<file path="config.mk">
export PLATFORM = sky130hd
export DESIGN_NAME = digital_lock_ctrl
export DESIGN_NICKNAME = d
export VERILOG_FILES = /design/src/rtl/lock_pkg.sv /design/src/rtl/lock_edge_det.sv /design/src/rtl/digital_lock_ctrl.sv
export SDC_FILE = /design/constraint.sdc
export NUM_CORES = 1
export LEC_CHECK = 0
export ABC_AREA = 1
export CAP_MARGIN = 20
export CORE_MARGIN = 2
export CORE_UTILIZATION = 40
export CTS_CLUSTER_SIZE = 40
export DETAILED_ROUTE_END_ITERATION = 7
export PLACE_DENSITY = 0.65
export SYNTH_ARGS = -nofsm -noshare
export SYNTH_HDL_FRONTEND = slang
export SYNTH_SLANG_ARGS = --single-unit
</file>
<file path="constraint.sdc">
create_clock -name clock -period 1.9 [get_ports clock]
set_clock_uncertainty 0.2 [all_clocks]
set_input_delay 0.475 -clock clock [delete_from_list [all_inputs] [get_ports clock]]
set_output_delay 0.475 -clock clock [all_outputs]
set_load 0.05 [all_outputs]
</file>
<file path="src/rtl/lock_pkg.sv">
// Shared types and width helpers for the multi-digit combination lock.
package lock_pkg;

  typedef enum logic [1:0] {
    LOCKED  = 2'd0,
    OPEN    = 2'd1,
    SET     = 2'd2,
    LOCKOUT = 2'd3
  } lock_state_t;

  // Bits needed to hold values 0..n-1, never less than one bit.
  function automatic int width_of(input int n);
    return (n > 1) ? $clog2(n) : 1;
  endfunction

endpackage

</file>
<file path="src/rtl/lock_edge_det.sv">
// Rising-edge pulse generator for one already-debounced push button.
module lock_edge_det (
  input  logic clock,
  input  logic reset,
  input  logic btn,
  output logic press
);

  logic btn_q;

  always_ff @(posedge clock or negedge reset) begin
    if (!reset) btn_q <= 1'b0;
    else        btn_q <= btn;
  end

  assign press = btn & ~btn_q;

endmodule

</file>
<file path="src/rtl/digital_lock_ctrl.sv">
// Multi-digit combination lock: digit capture, code compare, retry counting,
// timed lockout and code change while open.
module digital_lock_ctrl
  import lock_pkg::*;
#(
  parameter int DIGIT_W     = 4,
  parameter int DIGITS      = 4,
  parameter int MAX_TRIES   = 3,
  parameter int LOCK_CYCLES = 1000,
  parameter logic [DIGITS*DIGIT_W-1:0] RESET_CODE = '0
) (
  input  logic                                clock,
  input  logic                                reset,
  input  logic                                enter,
  input  logic                                change,
  input  logic [DIGIT_W-1:0]                  sw,
  output logic                                unlocked,
  output logic                                alarm,
  output logic [1:0]                          state_code,
  output logic [width_of(DIGITS)-1:0]         digit_idx,
  output logic [width_of(MAX_TRIES+1)-1:0]    tries_left
);

  localparam int IDX_W   = width_of(DIGITS);
  localparam int TRIES_W = width_of(MAX_TRIES + 1);
  localparam int CNT_W   = width_of(LOCK_CYCLES);
  localparam int CODE_W  = DIGITS * DIGIT_W;
  localparam logic [TRIES_W-1:0] TRIES_MAX = TRIES_W'(MAX_TRIES);
  localparam logic [CNT_W-1:0]   CNT_LOAD  = CNT_W'(LOCK_CYCLES - 1);

  lock_state_t          state_reg, state_next;
  logic [IDX_W-1:0]     idx_reg, idx_next;
  logic [TRIES_W-1:0]   tries_reg, tries_next;
  logic [CNT_W-1:0]     cnt_reg, cnt_next;
  logic [CODE_W-1:0]    code_reg, code_next;
  logic [DIGIT_W-1:0]   buf_mem [DIGITS-1];
  logic [(DIGITS-1)*DIGIT_W-1:0] buf_flat;
  logic [CODE_W-1:0]    entry;
  logic                 buf_we, press_e, press_c, last_digit;

  lock_edge_det u_edge_enter (.clock(clock), .reset(reset), .btn(enter),  .press(press_e));
  lock_edge_det u_edge_change(.clock(clock), .reset(reset), .btn(change), .press(press_c));

  // Slot 0 lands in the most significant digit of the packed entry.
  genvar gi;
  generate
    for (gi = 0; gi < DIGITS - 1; gi++) begin : g_flat
      assign buf_flat[(DIGITS-1-gi)*DIGIT_W-1 -: DIGIT_W] = buf_mem[gi];
    end
  endgenerate

  assign entry      = {buf_flat, sw};
  assign last_digit = (idx_reg == IDX_W'(DIGITS - 1));

  always_comb begin
    state_next = state_reg;
    idx_next   = idx_reg;
    tries_next = tries_reg;
    cnt_next   = cnt_reg;
    code_next  = code_reg;
    buf_we     = 1'b0;
    case (state_reg)
      LOCKED: begin
        if (press_e) begin
          if (!last_digit) begin
            buf_we   = 1'b1;
            idx_next = idx_reg + 1'b1;
          end else begin
            idx_next = '0;
            if (entry == code_reg) begin
              state_next = OPEN;
              tries_next = TRIES_MAX;
            end else if (tries_reg > TRIES_W'(1)) begin
              tries_next = tries_reg - 1'b1;
            end else begin
              tries_next = '0;
              state_next = LOCKOUT;
              cnt_next   = CNT_LOAD;
            end
          end
        end else if (press_c) begin
          idx_next = '0;
        end
      end
      OPEN: begin
        if (press_e) begin
          state_next = LOCKED;
          idx_next   = '0;
        end else if (press_c) begin
          state_next = SET;
          idx_next   = '0;
        end
      end
      SET: begin
        // Change aborts even when it coincides with an enter press.
        if (press_c) begin
          state_next = OPEN;
          idx_next   = '0;
        end else if (press_e) begin
          if (!last_digit) begin
            buf_we   = 1'b1;
            idx_next = idx_reg + 1'b1;
          end else begin
            code_next  = entry;
            state_next = OPEN;
            idx_next   = '0;
          end
        end
      end
      LOCKOUT: begin
        if (cnt_reg == '0) begin
          state_next = LOCKED;
          tries_next = TRIES_MAX;
          idx_next   = '0;
        end else begin
          cnt_next = cnt_reg - 1'b1;
        end
      end
      default: state_next = LOCKED;
    endcase
  end

  always_ff @(posedge clock or negedge reset) begin
    if (!reset) begin
      state_reg <= LOCKED;
      idx_reg   <= '0;
      tries_reg <= TRIES_MAX;
      cnt_reg   <= '0;
      code_reg  <= RESET_CODE;
      for (int i = 0; i < DIGITS - 1; i++) buf_mem[i] <= '0;
    end else begin
      state_reg <= state_next;
      idx_reg   <= idx_next;
      tries_reg <= tries_next;
      cnt_reg   <= cnt_next;
      code_reg  <= code_next;
      if (buf_we) buf_mem[idx_reg] <= sw;
    end
  end

  assign unlocked   = (state_reg == OPEN) || (state_reg == SET);
  assign alarm      = (state_reg == LOCKOUT);
  assign state_code = state_reg;
  assign digit_idx  = idx_reg;
  assign tries_left = tries_reg;

endmodule
</file>
-- Word-level counts from Yosys, hierarchy flattened
Cells that the tools add are included.
W data, S select, Z words.
- logic and storage cells: 84
- bits of input ports: 8
- output and inout bits: 8
- register bits after elaboration: 46
- bitwise logic cells: 6
- equality and inequality tests: 15
- add/sub/neg operators: 3
- multiplexer cells: 37
- reductions and logical operators: 10
- magnitude comparators: 3
- operators with widths (kind ; number):
    $mux W10 ; 5
    $mux W2 ; 21
    $pmux W10 S2 ; 1
    $eq A16 B16 Y1 ; 1
    $pmux W2 S4 ; 2
    $bwmux W12 ; 1
    $ne A3 B3 Y1 const B ; 4
    $logic_not A10 Y1 ; 1
    $ne A2 B2 Y1 const B ; 5
    $sub A10 B1 Y10 const B ; 1
    $demux W4 S2 ; 1
    $reduce_and A4 Y1 ; 2
    $reduce_and A7 Y1 ; 1
    $eq A2 B2 Y1 const B ; 3
    $reduce_and A6 Y1 ; 1
    $mux W4 ; 1
    $pmux W2 S2 ; 1
    $ge A3 B3 Y1 const B ; 1
    $lt A3 B1 Y1 const B ; 1
    $mux W1 ; 3
    $not A1 Y1 ; 3
    $not A2 Y3 ; 1
    $add A2 B1 Y2 const B ; 1
    $and A1 B1 Y1 ; 2
    10 further kinds ; 10

-- Depth between registers and ports, before layout
- depth after elaboration: 6
- mapped depth: 11
- depth with buffers taken out: 11

-- Hierarchy
From an unflattened synthesis, not the netlist that was laid out.
- cell total of the unflattened synthesis: 356
- area, all modules: 2576.2 um2
- modules (own cells, without submodules) (module ; seq. area each (um2) ; area each (um2) ; times used ; cells each):
    digital_lock_ctrl ; 1103.6 ; 2506.2 ; 1 ; 350
    lock_edge_det ; 25.0 ; 35.0 ; 2 ; 3

-- Least setup slack after synthesis
OpenSTA, ideal clock, no wires.
- path type: register to register
- start: reg state_reg[1] (netlist: state_code[1])
- end: reg cnt_reg[4]
- buffers on the path: 1
- setup slack: -0.567 ns
- setup time: 0.117 ns
- data arrival time: 2.149 ns
- clock period less this slack: 2.467 ns
- stages on the path, launching flop included: 10
- required time: 1.583 ns
- cell sequence: dfrtp_1 ha_1 buf_2 inv_1 a21oi_2 nand2_1 inv_2 nand3_4 nand2_1 nand2_1
- word-level cells in the longest chain between the ends: 3
- elaborated cells between the ends (all ways): 10
- those cells by class: eq/ne: 6; mux: 1; reduce/logical: 3
- RTL lines (element ; line ; text):
    start, declared ; digital_lock_ctrl.sv:31 ; lock_state_t state_reg, state_next;
    start signal, assigned ; digital_lock_ctrl.sv:132 ; state_reg <= state_next;
    $eq A2 B2 Y1 (*) ; n/a ;
    via alarm ; digital_lock_ctrl.sv:18 ; output logic alarm,
    $ne A2 B2 Y1 (no source line) or $reduce_bool A2 Y1 (tied branches) ; n/a ;
    $reduce_and A6 Y1 (no source line) ; n/a ;
    end signal, assigned ; digital_lock_ctrl.sv:135 ; cnt_reg <= cnt_next;
    end, declared ; digital_lock_ctrl.sv:34 ; logic [CNT_W-1:0] cnt_reg, cnt_next;
Mark *: on every way through the listed nets, which the timed path passes. The rest lies on a longest branch.
A chain may end at the register's enable or synchronous reset.

-- Worst setup path in the final report
- start: reg state_reg[1] (netlist: state_code[1])
- end: out alarm
- word-level cells in the longest chain between the ends: 1
- RTL lines (element ; line ; text):
    $eq A2 B2 Y1 ; digital_lock_ctrl.sv:142 ; assign alarm = (state_reg == LOCKOUT);
    end, declared ; digital_lock_ctrl.sv:18 ;
No other way between the ends.

==> impl_metrics.toml <==
[cts]
cts_made_buffers = 5
clk_root_buffer_cell = "clkbuf_8"
cts.path.max_buffers = 2
cts_sinks = 46
cts_tree = "built"
insertion_delay_ps = 300
htreeDepth = 2
clk_pin_slew_ps = 90

[timing]
fin_crit_ps = 1870
finalWorstSetupSlack_ps = 25.2
rsz0062_at_grt = "true"
slew-limit-headroom = 0.742
fmax_mhz = 533
slew_viol_final = 0
period_share = 0.987
worst_slew_pin_slew_ps = 387
finalSetupViolCount = 0
hold_violations = 0

[pwr]
p_sw_w = 0.00227
power_density_nw_per_um2 = 1540
power.internal_w = 0.00283
leakage_nw = 1.69
p_sw_frac = 0.445
ir_drop_uv = 1230
pwr-share-seq = 0.321
power_w = 0.00510
pwr-share-clk = 0.113
p_comb_frac = 0.565

[grt]
grt_pass1_vias = 2182
grt_pass1_wl_mm = 9.67
antenna_found_initial = 0
gr-usage-all-layers = 0.166
gr-total-overflow = 0
grt_max_degree = 33
grt_use_met3 = 0.0295
groute.layer.met2.usage = 0.283
met1_usage = 0.217
busiest_layer = "met2"

[logic_synthesis]
synth_area_per_cell_um2 = 7.32
ys_types = 28
ys_warn_count = 0
synth.net_count = 372
synth_async_sr_flop_share = 1.00
ys_ff_latch = 46
synth-edff-count = 0
yosysSeqAreaShare = 0.445
syn_inst = 354
synth_area_um2 = 2590
synthFlopType = "dfrtp_1"

[critical_path]
cp-end-kind = "output pin"
required_ps = 1220
start_kind = "flip-flop"
crit_arrival_ps = 1200
cp_max_fo = 4
criticalPathCategory = "flip-flop to output pin"

[floorplanning]
die_area_um2 = 7140
start_util = 0.411
fp.dieW_um = 84.5
std_cell_rows = 29
dieHeight_um = 84.5
ios = 16
core_um2 = 6310

[drt]
dr_total_vias = 2343
remaining_drc_errors = 0
ant_nets = 0
first_pass_iters = 4
wire_per_inst_um = 11.5
first_iter_violations = 158
wirelength_mm = 5.49
via_per_inst = 4.89

[layout]
register_area_um2 = 1160
multi_input_area_um2 = 1300
area_growth_pct = 27.9
drive_above_1_share = 0.241
nNetsFinal = 420
diodes = 0
final.fill_count = 612
largest_reg_flops = 16

[status]
status = "finished, final reports clean"

[placed_design]
hpwl_mm = 3.88
port_buffers = 15
place_ws_ps = -384
gp_congestion = 0.806

[hold_path]
hold_class = "input pin to flip-flop"

[job]
maxCapViolCount = 0
-- per-stage QoR --
| step | hold slack, ps | instance area [µm²] | instances | TNS, ps | utilization |
|---|---|---|---|---|---|
| floorplan | -20.6 | 2620 | 354 | 0 | - |
| detailed placement | 220 | 3080 | 462 | -8090 | 0.487 |
| global route | 127 | 3320 | 479 | -7.29 | 0.525 |
| global placement | 227 | 3080 | 462 | -7220 | 0.487 |
| finish | 117 | 3320 | 479 | 0 | 0.525 |
| CTS | 290 | 3230 | 476 | 0 | 0.511 |
-- cells by family (layout without fill, tap and decap cells) --
kind of cell	after synthesis	in the layout	share of synthesized area
AND/OR/NAND/NOR	197	198	0.328
buffers and inverters	58	105	0.0874
flip-flops	46	46	0.445
AO/OA/AOI/OAI	42	42	0.0883
adder cells (fa/ha/maj)	10	10	0.0483
XOR/XNOR	1	1	0.00338
-- timing repair --
action,4_1_cts,5_1_grt
buffers inserted,6,2
hold buffers,1,0
hold endpoints to repair,12,0
setup endpoints to repair,11,17
resized for setup,4,21
gates cloned,0,1
pin swaps,1,11
-- final timing paths --
path,from,endpoint,slack (ps),depth (start not counted)
hold reg to reg,cnt_reg[1]$_DFFE_PN0P_,cnt_reg[1]$_DFFE_PN0P_,290,2
setup reg to reg,state_code[1]$_DFFE_PN0P_,cnt_reg[4]$_DFFE_PN0P_,120,10
min in group asynchronous,reset,code_reg[6]$_DFFE_PN0P_,420,2
max in group asynchronous,reset,buf_flat[4]$_DFFE_PN0P_,540,3
hold / removal,enter,u_edge_enter.btn_q$_DFF_PN0_,120,1
setup / recovery,state_code[1]$_DFFE_PN0P_,alarm,30,3
-- power groups by stage --
| stage | registers (W) | clock network, W | logic (W) |
|---|---|---|---|
| final | 0.00164 | 0.000579 | 0.00288 |
| after CTS | 0.00163 | 0.000602 | 0.00277 |
| after floorplan | 0.00178 | 0 | 0.00167 |
| after detailed placement | 0.00168 | 0 | 0.00261 |
| after global placement | 0.00167 | 0 | 0.00256 |
| after global routing | 0.00169 | 0.000648 | 0.00325 |
-- synth_stat cells, types with 2 or more instances --
master / number / area, µm²
ha_1: 10 / 125
dfrtp_1: 44 / 1100
or2_2: 2 / 12.5
nand2_1: 133 / 499
nand4_1: 5 / 31.3
nor2_4: 2 / 22.5
inv_2: 14 / 52.6
a21oi_1: 3 / 15.0
dfstp_2: 2 / 52.6
nand2_2: 5 / 31.3
o21ai_1: 12 / 60.1
inv_1: 39 / 146
nand3_1: 27 / 135
clkbuf_1: 3 / 11.3
nor2_1: 17 / 63.8
nor2_2: 3 / 18.8
a21oi_2: 2 / 17.5
o21ai_0: 21 / 105
-- final cells by class --
| cell class | count | share of cell area |
|---|---|---|
| clock buffers | 5 | 0.0208 |
| multi-input cells | 251 | 0.392 |
| clock inverters | 2 | 0.00302 |
| flip-flops and latches | 46 | 0.349 |
| repair buffers | 45 | 0.145 |
| inverters | 53 | 0.0608 |
| well taps | 77 | 0.0291 |
-- layer usage --
| layer | up-vias | part of all wire | wire length (µm) |
|---|---|---|---|
| met4 | 0 | 0.018 | 101 |
| li1 | 1207 | - | - |
| met5 | - | 0 | 0 |
| met2 | 43 | 0.49 | 2690 |
| met1 | 1083 | 0.45 | 2490 |
| met3 | 10 | 0.038 | 207 |
-- cell usage in the layout (no fill, tap or decap), types with 5 or more instances in the layout --
cell and count:
ha_1 8, o21ai_0 21, buf_4 27, nand4_1 5, nand3_1 23, dlymetal6s2s_1 5, o21ai_1 12, nand2_2 9
nand2_1 127, nor2_1 16, dfrtp_1 42, inv_2 17, inv_1 35, buf_12 9, clkbuf_8 5
-- critical path: stages, from the launching register on --
cell and delay, ps:
dfrtp_2 440, buf_4 150, ha_4 160, buf_12 140
Power figures use the tool's default switching activity.
